==> config.mk <==
export PLATFORM = sky130hd
export DESIGN_NAME = seq_compare_unit
export DESIGN_NICKNAME = d
export VERILOG_FILES = /design/src/rtl/seq_compare_unit.sv
export SDC_FILE = /design/constraint.sdc
export NUM_CORES = 1
export LEC_CHECK = 0
export ABC_CLOCK_PERIOD_IN_PS = 3340
export BUFFER_PORTS_ARGS = -buffer_cell sky130_fd_sc_hd__buf_4
export CORE_MARGIN = 4
export CORE_UTILIZATION = 53
export CTS_BUF_LIST = sky130_fd_sc_hd__clkbuf_8
export DETAILED_ROUTE_END_ITERATION = 7
export MAX_ROUTING_LAYER = met4
export PLACE_DENSITY = 0.9
export SYNTH_ARGS = -nofsm -noshare
export SYNTH_HDL_FRONTEND = slang
export SYNTH_SLANG_ARGS = --single-unit
==> constraint.sdc <==
create_clock -name clk -period 3.34 [get_ports clk]
set_clock_uncertainty 0.2 [all_clocks]
set_input_delay 0.835 -clock clk [delete_from_list [all_inputs] [get_ports clk]]
set_output_delay 0.835 -clock clk [all_outputs]
set_load 0.02 [all_outputs]
==> src/rtl/seq_compare_unit.sv <==
`default_nettype none
// ============================================================================
// Module      : seq_compare_unit
// Description : Multi-cycle SLT/SLTU unit, compares CHUNK bits per cycle from
//               the MSB end and stops at the first differing chunk.
// Revision    : 1.0 - initial release
// ============================================================================
module seq_compare_unit #(
    parameter int WIDTH = 64,
    parameter int CHUNK = 8
) (
    input  logic             clk,
    input  logic             rst,
    input  logic             in_valid,
    output logic             in_ready,
    input  logic [WIDTH-1:0] rs1,
    input  logic [WIDTH-1:0] rs2,
    input  logic             is_unsigned,
    output logic             out_valid,
    input  logic             out_ready,
    output logic [WIDTH-1:0] result,
    output logic             lt,
    output logic             eq,
    output logic             busy
);

    localparam int NCHUNK = WIDTH / CHUNK;
    localparam int IDXW   = (NCHUNK > 1) ? $clog2(NCHUNK) : 1;

    localparam logic [1:0] S_IDLE = 2'd0;
    localparam logic [1:0] S_RUN  = 2'd1;
    localparam logic [1:0] S_DONE = 2'd2;

    localparam logic [IDXW-1:0]  IDX_TOP   = IDXW'(NCHUNK - 1);
    localparam logic [WIDTH-1:0] SIGN_MASK = {1'b1, {(WIDTH-1){1'b0}}};

    logic [1:0]       state_q, state_d;
    logic [WIDTH-1:0] a_q, a_d;
    logic [WIDTH-1:0] b_q, b_d;
    logic [IDXW-1:0]  idx_q, idx_d;
    logic             lt_q, lt_d;
    logic             eq_q, eq_d;

    logic [CHUNK-1:0] w_a_chunk [NCHUNK];
    logic [CHUNK-1:0] w_b_chunk [NCHUNK];
    logic [CHUNK-1:0] w_cur_a;
    logic [CHUNK-1:0] w_cur_b;

    generate
        for (genvar i = 0; i < NCHUNK; i++) begin : g_chunk
            assign w_a_chunk[i] = a_q[i*CHUNK +: CHUNK];
            assign w_b_chunk[i] = b_q[i*CHUNK +: CHUNK];
        end
    endgenerate

    assign w_cur_a = w_a_chunk[idx_q];
    assign w_cur_b = w_b_chunk[idx_q];

    always_ff @(posedge clk) begin
        if (rst) begin
            state_q <= S_IDLE;
            a_q     <= '0;
            b_q     <= '0;
            idx_q   <= '0;
            lt_q    <= 1'b0;
            eq_q    <= 1'b0;
        end else begin
            state_q <= state_d;
            a_q     <= a_d;
            b_q     <= b_d;
            idx_q   <= idx_d;
            lt_q    <= lt_d;
            eq_q    <= eq_d;
        end
    end

    always_comb begin
        state_d = state_q;
        a_d     = a_q;
        b_d     = b_q;
        idx_d   = idx_q;
        lt_d    = lt_q;
        eq_d    = eq_q;
        case (state_q)
            S_IDLE: begin
                if (in_valid) begin
                    // Flipping the sign bit maps two's-complement order onto unsigned order.
                    a_d     = rs1 ^ (is_unsigned ? '0 : SIGN_MASK);
                    b_d     = rs2 ^ (is_unsigned ? '0 : SIGN_MASK);
                    idx_d   = IDX_TOP;
                    state_d = S_RUN;
                end
            end
            S_RUN: begin
                if (w_cur_a != w_cur_b) begin
                    lt_d    = (w_cur_a < w_cur_b);
                    eq_d    = 1'b0;
                    state_d = S_DONE;
                end else if (idx_q == '0) begin
                    lt_d    = 1'b0;
                    eq_d    = 1'b1;
                    state_d = S_DONE;
                end else begin
                    idx_d = idx_q - 1'b1;
                end
            end
            S_DONE: begin
                if (out_ready) begin
                    state_d = S_IDLE;
                end
            end
            default: state_d = S_IDLE;
        endcase
    end

    always_comb begin
        in_ready  = (state_q == S_IDLE);
        out_valid = (state_q == S_DONE);
        busy      = (state_q != S_IDLE);
        lt        = lt_q;
        eq        = eq_q;
        result    = {{(WIDTH-1){1'b0}}, lt_q};
    end

endmodule
`default_nettype wire
==> flow_summary_export.csv, run 1 <==
group,metric,value,unit
finish,fin_nets,1010,
synth,ys_warn_count,0,
clock_network,htree_levels,4,
timing,timing.fmax,333,MHz
power,peakVddDrop,0.000269,V
clock_network,cts.sinks,135,
synth,synth_cell_types,36,
global_route,grt_antenna_before_repair,0,
floorplanning,core-area,11700,µm²
finish,fillerInstances,933,
finish,synthToLayoutAreaGrowth,17.2,%
floorplanning,die_area,14000,µm²
power,leakagePower,3.24,nW
finish,layout-drive-gt1-share,25.3,%
clock_network,clkTransAtPathRegs,0.07,ns
floorplanning,row_count,39,
detailed_routing,drtIter0Drc,543,
finish,multi_input_area,3140,µm²
detailed_routing,ant_nets,0,
worst_setup_path,r2r-end,"idx_q[2]$_SDFFE_PP0P_",
timing,setup_tns,0,ns
place,port_buffers,138,
clock_network,cts.repair.resized,0,
floorplanning,start_util,55.2,%
detailed_routing,drc,0,
synth,seq_area_frac_synth,42.0,%
clock_network,cts_root_buf,"clkbuf_8",
synth,avgSynthCellArea,8.52,µm²
timing,setup_violations,0,
global_route,grt_pass1_wl,26.2,mm
clock_network,insertion_delay,0.43,ns
power,cellPowerDensity,529,nW/µm²
timing,worst_slew_pin_slew,0.794,ns
floorplanning,ios,202,
hold_path,min_from,"b_q[0]$_SDFFE_PP0P_",
detailed_routing,vias_per_cell,5.35,
worst_setup_path,worstReg2RegStart,"idx_q[1]$_SDFFE_PP0P_",
synth,syn-cell-area,6440,µm²
clock_network,cts_tree,"yes",
worst_setup_path,rr_worst_depth,8,
worst_setup_path,crit_type,"reg -> reg",
place,dp_hpwl,12.0,mm
hold_path,whs_endpoint,"b_q[0]$_SDFFE_PP0P_",
power,power,3.99,mW
place,place_congestion,0.901,
timing,rsz0062_at_grt,"false",
timing,final_hold_viol_count,0,
clock_network,clockBufferDepth,2,
global_route,grt_max_degree,80,
worst_setup_path,start_kind,"flop",
global_route,first_global_vias,5371,
detailed_routing,via_count,5472,
clock_network,numCtsBuffers,17,
timing,period_minus_slack,3.00,ns
worst_setup_path,cp-end-kind,"flop",
clock_network,ctsHoldBuffers,0,
timing,maxSlewHeadroom,47.0,%
finish,regArea,2710,µm²
detailed_routing,wl_per_cell,15.9,µm
global_route,grt.overflow.total,0,
global_route,grtUsageTotal,23.6,%
hold_path,hold_depth,2,
timing,whs,0.257,ns
worst_setup_path,arrival,3.15,ns
timing,period_share,89.9,%
floorplanning,dieHeight,118,µm
detailed_routing,wirelength,16.2,mm
worst_setup_path,setup.worst_path.start,"idx_q[1]$_SDFFE_PP0P_",
worst_setup_path,cp_data_required_time,3.49,ns
finish,diodes,0,
worst_setup_path,r2r_setup_slack,0.34,ns
synth,syn_inst,756,
clock_network,cts_setup_buffers,0,
hold_path,hold_class,"reg -> reg",
timing,maxSlewViolCount,0,
synth,synth_seq_cells,135,
worst_setup_path,cp_max_fo,19,
status,status,"completed",
detailed_routing,drt_first_pass_iters,5,
floorplanning,fp.dieW,118,µm
job,cap_violations,0,
worst max-delay path, cell delays in order, from the launching register on:
cell	delay, ns
dfxtp_4	0.55
buf_4	0.31
mux4_2	0.34
mux2i_1	0.30
ha_1	0.21
nand4_2	0.18
nor4_4	0.42
o22ai_1	0.17
a211oi_2	0.22
where the power goes:
| part | switching (mW) | total (mW) | leakage [nW] | internal (mW) |
|---|---|---|---|---|
| Sequential | 0.0995 | 1.84 | 1.11 | 1.74 |
| Combinational | 0.508 | 0.889 | 1.94 | 0.381 |
| Clock | 0.625 | 1.27 | 0.186 | 0.642 |
| Total | 1.23 | 3.99 | 3.24 | 2.76 |
sequential cells by signal (all words and copies together), names as in the netlist:
name     flops
lt           1
state_q      2
idx_q        3
b_q         64
eq           1
a_q         64
metrics by stage:
step	setup WS, ns	instances	cell area [µm²]	utilization [%]
floorplan	0.689	818	6670	-
global placement	0.446	991	7170	61.4
detailed placement	0.255	991	7170	61.4
CTS	0.233	1023	7540	64.7
global route	0.174	1023	7550	64.7
finish	0.338	1023	7550	64.7
area by class of cell:
type / instances / area share, %
multi-input combinational: 560 / 41.6
sequential: 135 / 35.9
timing repair buffer: 148 / 14.9
clock buffer: 20 / 3.65
tap: 143 / 2.37
clock inverter: 12 / 1.36
inverter: 5 / 0.249
logic make-up (layout without fill, tap and decap cells):
logic type,Yosys count,in the layout,synth area share [%]
multiplexers,40,40,12.4
flip-flops,135,135,42.0
adder cells (fa/ha/maj),10,10,1.94
buffers and inverters,123,185,13.0
other,1,63,0.0583
AND/OR/NAND/NOR,304,304,18.9
AO/OA/AOI/OAI,141,141,11.4
XOR/XNOR,2,2,0.272
cells in the mapped netlist, drive strengths merged:
library cell    n  area share, %
a211oi          2           0.31
a21o            2           0.23
a21oi         131             10
a31oi           1          0.097
and2            1          0.097
and2b           1           0.12
and3            1          0.097
buf           101             12
clkbuf         17           0.99
conb            1          0.058
dfxtp         135             42
ha             10            1.9
inv             5           0.29
mux2i           8            1.2
mux4           32             11
nand2         281             16
nand2b          1           0.21
nand3b          1           0.12
nand4           2           0.29
nor2            5           0.33
nor2b           5           0.49
nor3            4           0.31
nor4            1           0.33
o21a            1           0.12
o22ai           1          0.097
o31ai           2           0.23
o41ai           1           0.14
or2             1          0.097
xnor2           2           0.27
cell usage in the layout (no fill, tap or decap), types with 4 or more instances in the layout:
cell type | Yosys | final
dfxtp_1 | 135 | 133
clkinv_2 | 0 | 5
conb_1 | 1 | 63
ha_1 | 10 | 10
nor2b_1 | 5 | 5
buf_4 | 68 | 147
nand2_1 | 281 | 280
inv_1 | 4 | 4
a21oi_1 | 131 | 131
nor3_1 | 4 | 4
clkinvlp_4 | 0 | 4
mux2i_1 | 8 | 8
clkbuf_8 | 0 | 20
nor2_1 | 4 | 4
mux4_2 | 32 | 32
worst max path at each step:
stage                       endpoint
2_1_floorplan  idx_q[2]$_SDFFE_PP0P_
3_3_place_gp   idx_q[2]$_SDFFE_PP0P_
3_5_place_dp   idx_q[2]$_SDFFE_PP0P_
4_1_cts        idx_q[2]$_SDFFE_PP0P_
5_1_grt        idx_q[2]$_SDFFE_PP0P_
6_report       idx_q[2]$_SDFFE_PP0P_
per-layer routing:
| layer | track usage (%) | part of all wire, % | up-vias |
|---|---|---|---|
| met5 | - | 0 | - |
| met4 | 8.72 | 2.6 | 0 |
| met3 | 5.11 | 9.1 | 37 |
| met2 | 36.2 | 47 | 315 |
| met1 | 31.0 | 41 | 2513 |
| li1 | - | - | 2607 |
Note: power is estimated with default switching activity, not from simulation.
==> run 2: changes to the inputs <==
--- a/config.mk
+++ b/config.mk
@@ -5,13 +5,13 @@
 export SDC_FILE = /design/constraint.sdc
 export NUM_CORES = 1
 export LEC_CHECK = 0
+export ABC_AREA = 1
 export ABC_CLOCK_PERIOD_IN_PS = 3340
 export BUFFER_PORTS_ARGS = -buffer_cell sky130_fd_sc_hd__buf_4
 export CORE_MARGIN = 4
 export CORE_UTILIZATION = 53
 export CTS_BUF_LIST = sky130_fd_sc_hd__clkbuf_8
 export DETAILED_ROUTE_END_ITERATION = 7
-export MAX_ROUTING_LAYER = met4
 export PLACE_DENSITY = 0.9
 export SYNTH_ARGS = -nofsm -noshare
 export SYNTH_HDL_FRONTEND = slang
==> flow_summary_export.csv, run 2 <==
group,metric,value,unit
timing,timing.fmax,360,MHz
floorplanning,die_area,14400,µm²
floorplanning,fp.dieW,120,µm
timing,maxSlewViolCount,0,
timing,rsz0062_at_grt,"false",
detailed_routing,drt_first_pass_iters,5,
worst_setup_path,cp-end-kind,"flop",
detailed_routing,ant_nets,0,
clock_network,clkTransAtPathRegs,0.07,ns
floorplanning,core-area,12100,µm²
worst_setup_path,cp_max_fo,43,
finish,regArea,2700,µm²
finish,finish.instance_area,7660,µm²
timing,setup_violations,0,
detailed_routing,drc,0,
worst_setup_path,r2r-end,"idx_q[0]$_SDFFE_PP0P_",
worst_setup_path,r2r_setup_slack,0.56,ns
synth,post_synth_main_area_contributors,"dfxtp_1, nor2_1, o21ai_0",
synth,syn-cell-area,6630,µm²
global_route,grt_pass1_wl,25.8,mm
synth,synth_seq_cells,135,
finish,fillerInstances,1080,
finish,multi_input_area,3150,µm²
global_route,met3_usage,4.81,%
finish,biggestRegsByFlops,"a_q x64, b_q x64, idx_q x3",
synth,seq_area_frac_synth,40.8,%
status,status,"completed",
hold_path,hold_depth,2,
power,peakVddDrop,0.000269,V
place,dp_hpwl,11.0,mm
timing,maxSlewHeadroom,19.4,%
worst_setup_path,arrival,2.94,ns
detailed_routing,vias_per_cell,5.07,
timing,final_hold_viol_count,0,
worst_setup_path,cp_data_required_time,3.50,ns
timing,whs,0.256,ns
finish,diodes,0,
timing,worst_slew_pin_slew,1.21,ns
worst_setup_path,worstReg2RegStart,"idx_q[0]$_SDFFE_PP0P_",
clock_network,insertion_delay,0.44,ns
clock_network,numCtsBuffers,17,
global_route,met2_usage,35.2,%
clock_network,cts_root_buf,"clkbuf_8",
global_route,grt_antenna_before_repair,0,
finish,final_common_cell,"nor2_1",
clock_network,ctsHoldBuffers,0,
timing,period_minus_slack,2.78,ns
place,port_buffers,138,
power,leakagePower,3.49,nW
global_route,grtUsageTotal,22.1,%
detailed_routing,wirelength,16.0,mm
finish,fin_nets,1167,
synth,syn_inst,925,
worst_setup_path,start_kind,"flop",
synth,synth_top_area_share,40.8,%
worst_setup_path,rr_worst_depth,14,
global_route,first_global_vias,5543,
synth,synth_edf_count,0,
detailed_routing,via_count,6109,
timing,setup_tns,0,ns
power,cellPowerDensity,558,nW/µm²
floorplanning,dieHeight,120,µm
hold_path,whs_endpoint,"b_q[63]$_SDFFE_PP0P_",
synth,ys_warn_count,0,
floorplanning,start_util,54.7,%
clock_network,cts.sinks,135,
synth,yosysMostFrequentCell,"nor2_1",
synth,synth_cell_types,33,
job,cap_violations,0,
floorplanning,ios,202,
hold_path,min_from,"b_q[63]$_SDFFE_PP0P_",
worst_setup_path,crit_type,"reg -> reg",
clock_network,clockBufferDepth,2,
clock_network,cts_tree,"yes",
timing,period_share,83.2,%
synth,avgSynthCellArea,7.16,µm²
global_route,grt.overflow.total,0,
hold_path,hold_class,"reg -> reg",
place,preCtsSetupSlack,0.625,ns
clock_network,cts.repair.resized,0,
finish,most-common-layout-cells,"nor2_1, o21ai_0, buf_4",
floorplanning,row_count,40,
global_route,grt_busiest_layer,"met2",
detailed_routing,wl_per_cell,13.3,µm
place,place_congestion,0.824,
synth,yosys_most_used_dff,"dfxtp_1",
synth,synthTopCellsByCount,"nor2_1, o21ai_0, dfxtp_1",
global_route,grtUsageMet1,29.4,%
synth,synthArstFlopShare,0,%
timing,finalWorstSetupSlack,0.560,ns
synth,yosysTopAreaCell,"dfxtp_1",
clock_network,cts_setup_buffers,0,
place,placed_area,7240,µm²
detailed_routing,drtIter0Drc,348,
global_route,grt_max_degree,129,
finish,synthToLayoutAreaGrowth,15.6,%
finish,layout-drive-gt1-share,17.7,%
clock_network,htree_levels,4,
## run 2: kinds of logic (layout without fill, tap and decap cells)
logic type	count (synthesis)	after routing	share of synthesized area [%]
flip-flops	135	135	40.8
AO/OA/AOI/OAI	243	243	19.3
buffers and inverters	142	191	15.1
other	1	63	0.0566
adder cells (fa/ha/maj)	10	10	1.89
XOR/XNOR	2	2	0.264
AND/OR/NAND/NOR	392	392	22.6
## run 2: layout make-up
class,instances,share of cell area (%)
multi-input cells,710,41.2
repair buffers,146,14.6
clock inverters,12,1.99
well taps,168,2.74
clock buffers,19,3.41
flip-flops and latches,135,35.3
inverters,14,0.719
## run 2: worst max path at each step
| stage | cells past startpoint | slack [ns] | startpoint | to |
|---|---|---|---|---|
| after floorplan | 13 | 1.14 | idx_q[0]$_SDFFE_PP0P_ | eq$_SDFFE_PP0P_ |
| after global placement | 5 | 0.63 | in_valid | a_q[63]$_SDFFE_PP0P_ |
| after detailed placement | 14 | 0.62 | idx_q[0]$_SDFFE_PP0P_ | idx_q[0]$_SDFFE_PP0P_ |
| after CTS | 14 | 0.55 | idx_q[0]$_SDFFE_PP0P_ | idx_q[0]$_SDFFE_PP0P_ |
| after global routing | 14 | 0.32 | idx_q[0]$_SDFFE_PP0P_ | idx_q[1]$_SDFFE_PP0P_ |
| final | 14 | 0.56 | idx_q[0]$_SDFFE_PP0P_ | idx_q[0]$_SDFFE_PP0P_ |
## run 2: per-stage QoR
stage	std cells	util, %	power (mW)
floorplan	987	-	2.70
global placement	1173	59.8	2.86
detailed placement	1173	59.8	2.90
CTS	1204	63.2	4.28
global route	1204	63.2	4.51
finish	1204	63.2	4.27
## run 2: critical path, stage by stage (launching register included)
cell	delay, ns
dfxtp_2	0.33
inv_2	0.29
buf_12	0.27
nor2_1	0.06
o211ai_1	0.23
o21ai_0	0.19
ha_1	0.34
nand2_1	0.06
nor2_1	0.11
nand2_1	0.15
nor2_1	0.15
nand2_1	0.09
nand2_1	0.08
nor2_1	0.05
nor2_1	0.10
## run 2: metal layers
metal | vias up | wire length [µm]
met5 | - | 0
met4 | 0 | 388
met3 | 34 | 1250
met2 | 257 | 7380
met1 | 2739 | 7030
li1 | 3079 | -
## run 2: power breakdown
part / internal [mW] / leakage [nW] / switching (mW)
logic: 0.384 / 2.16 / 0.619
registers: 1.78 / 1.12 / 0.0907
clock network: 0.772 / 0.205 / 0.626
total: 2.94 / 3.49 / 1.34
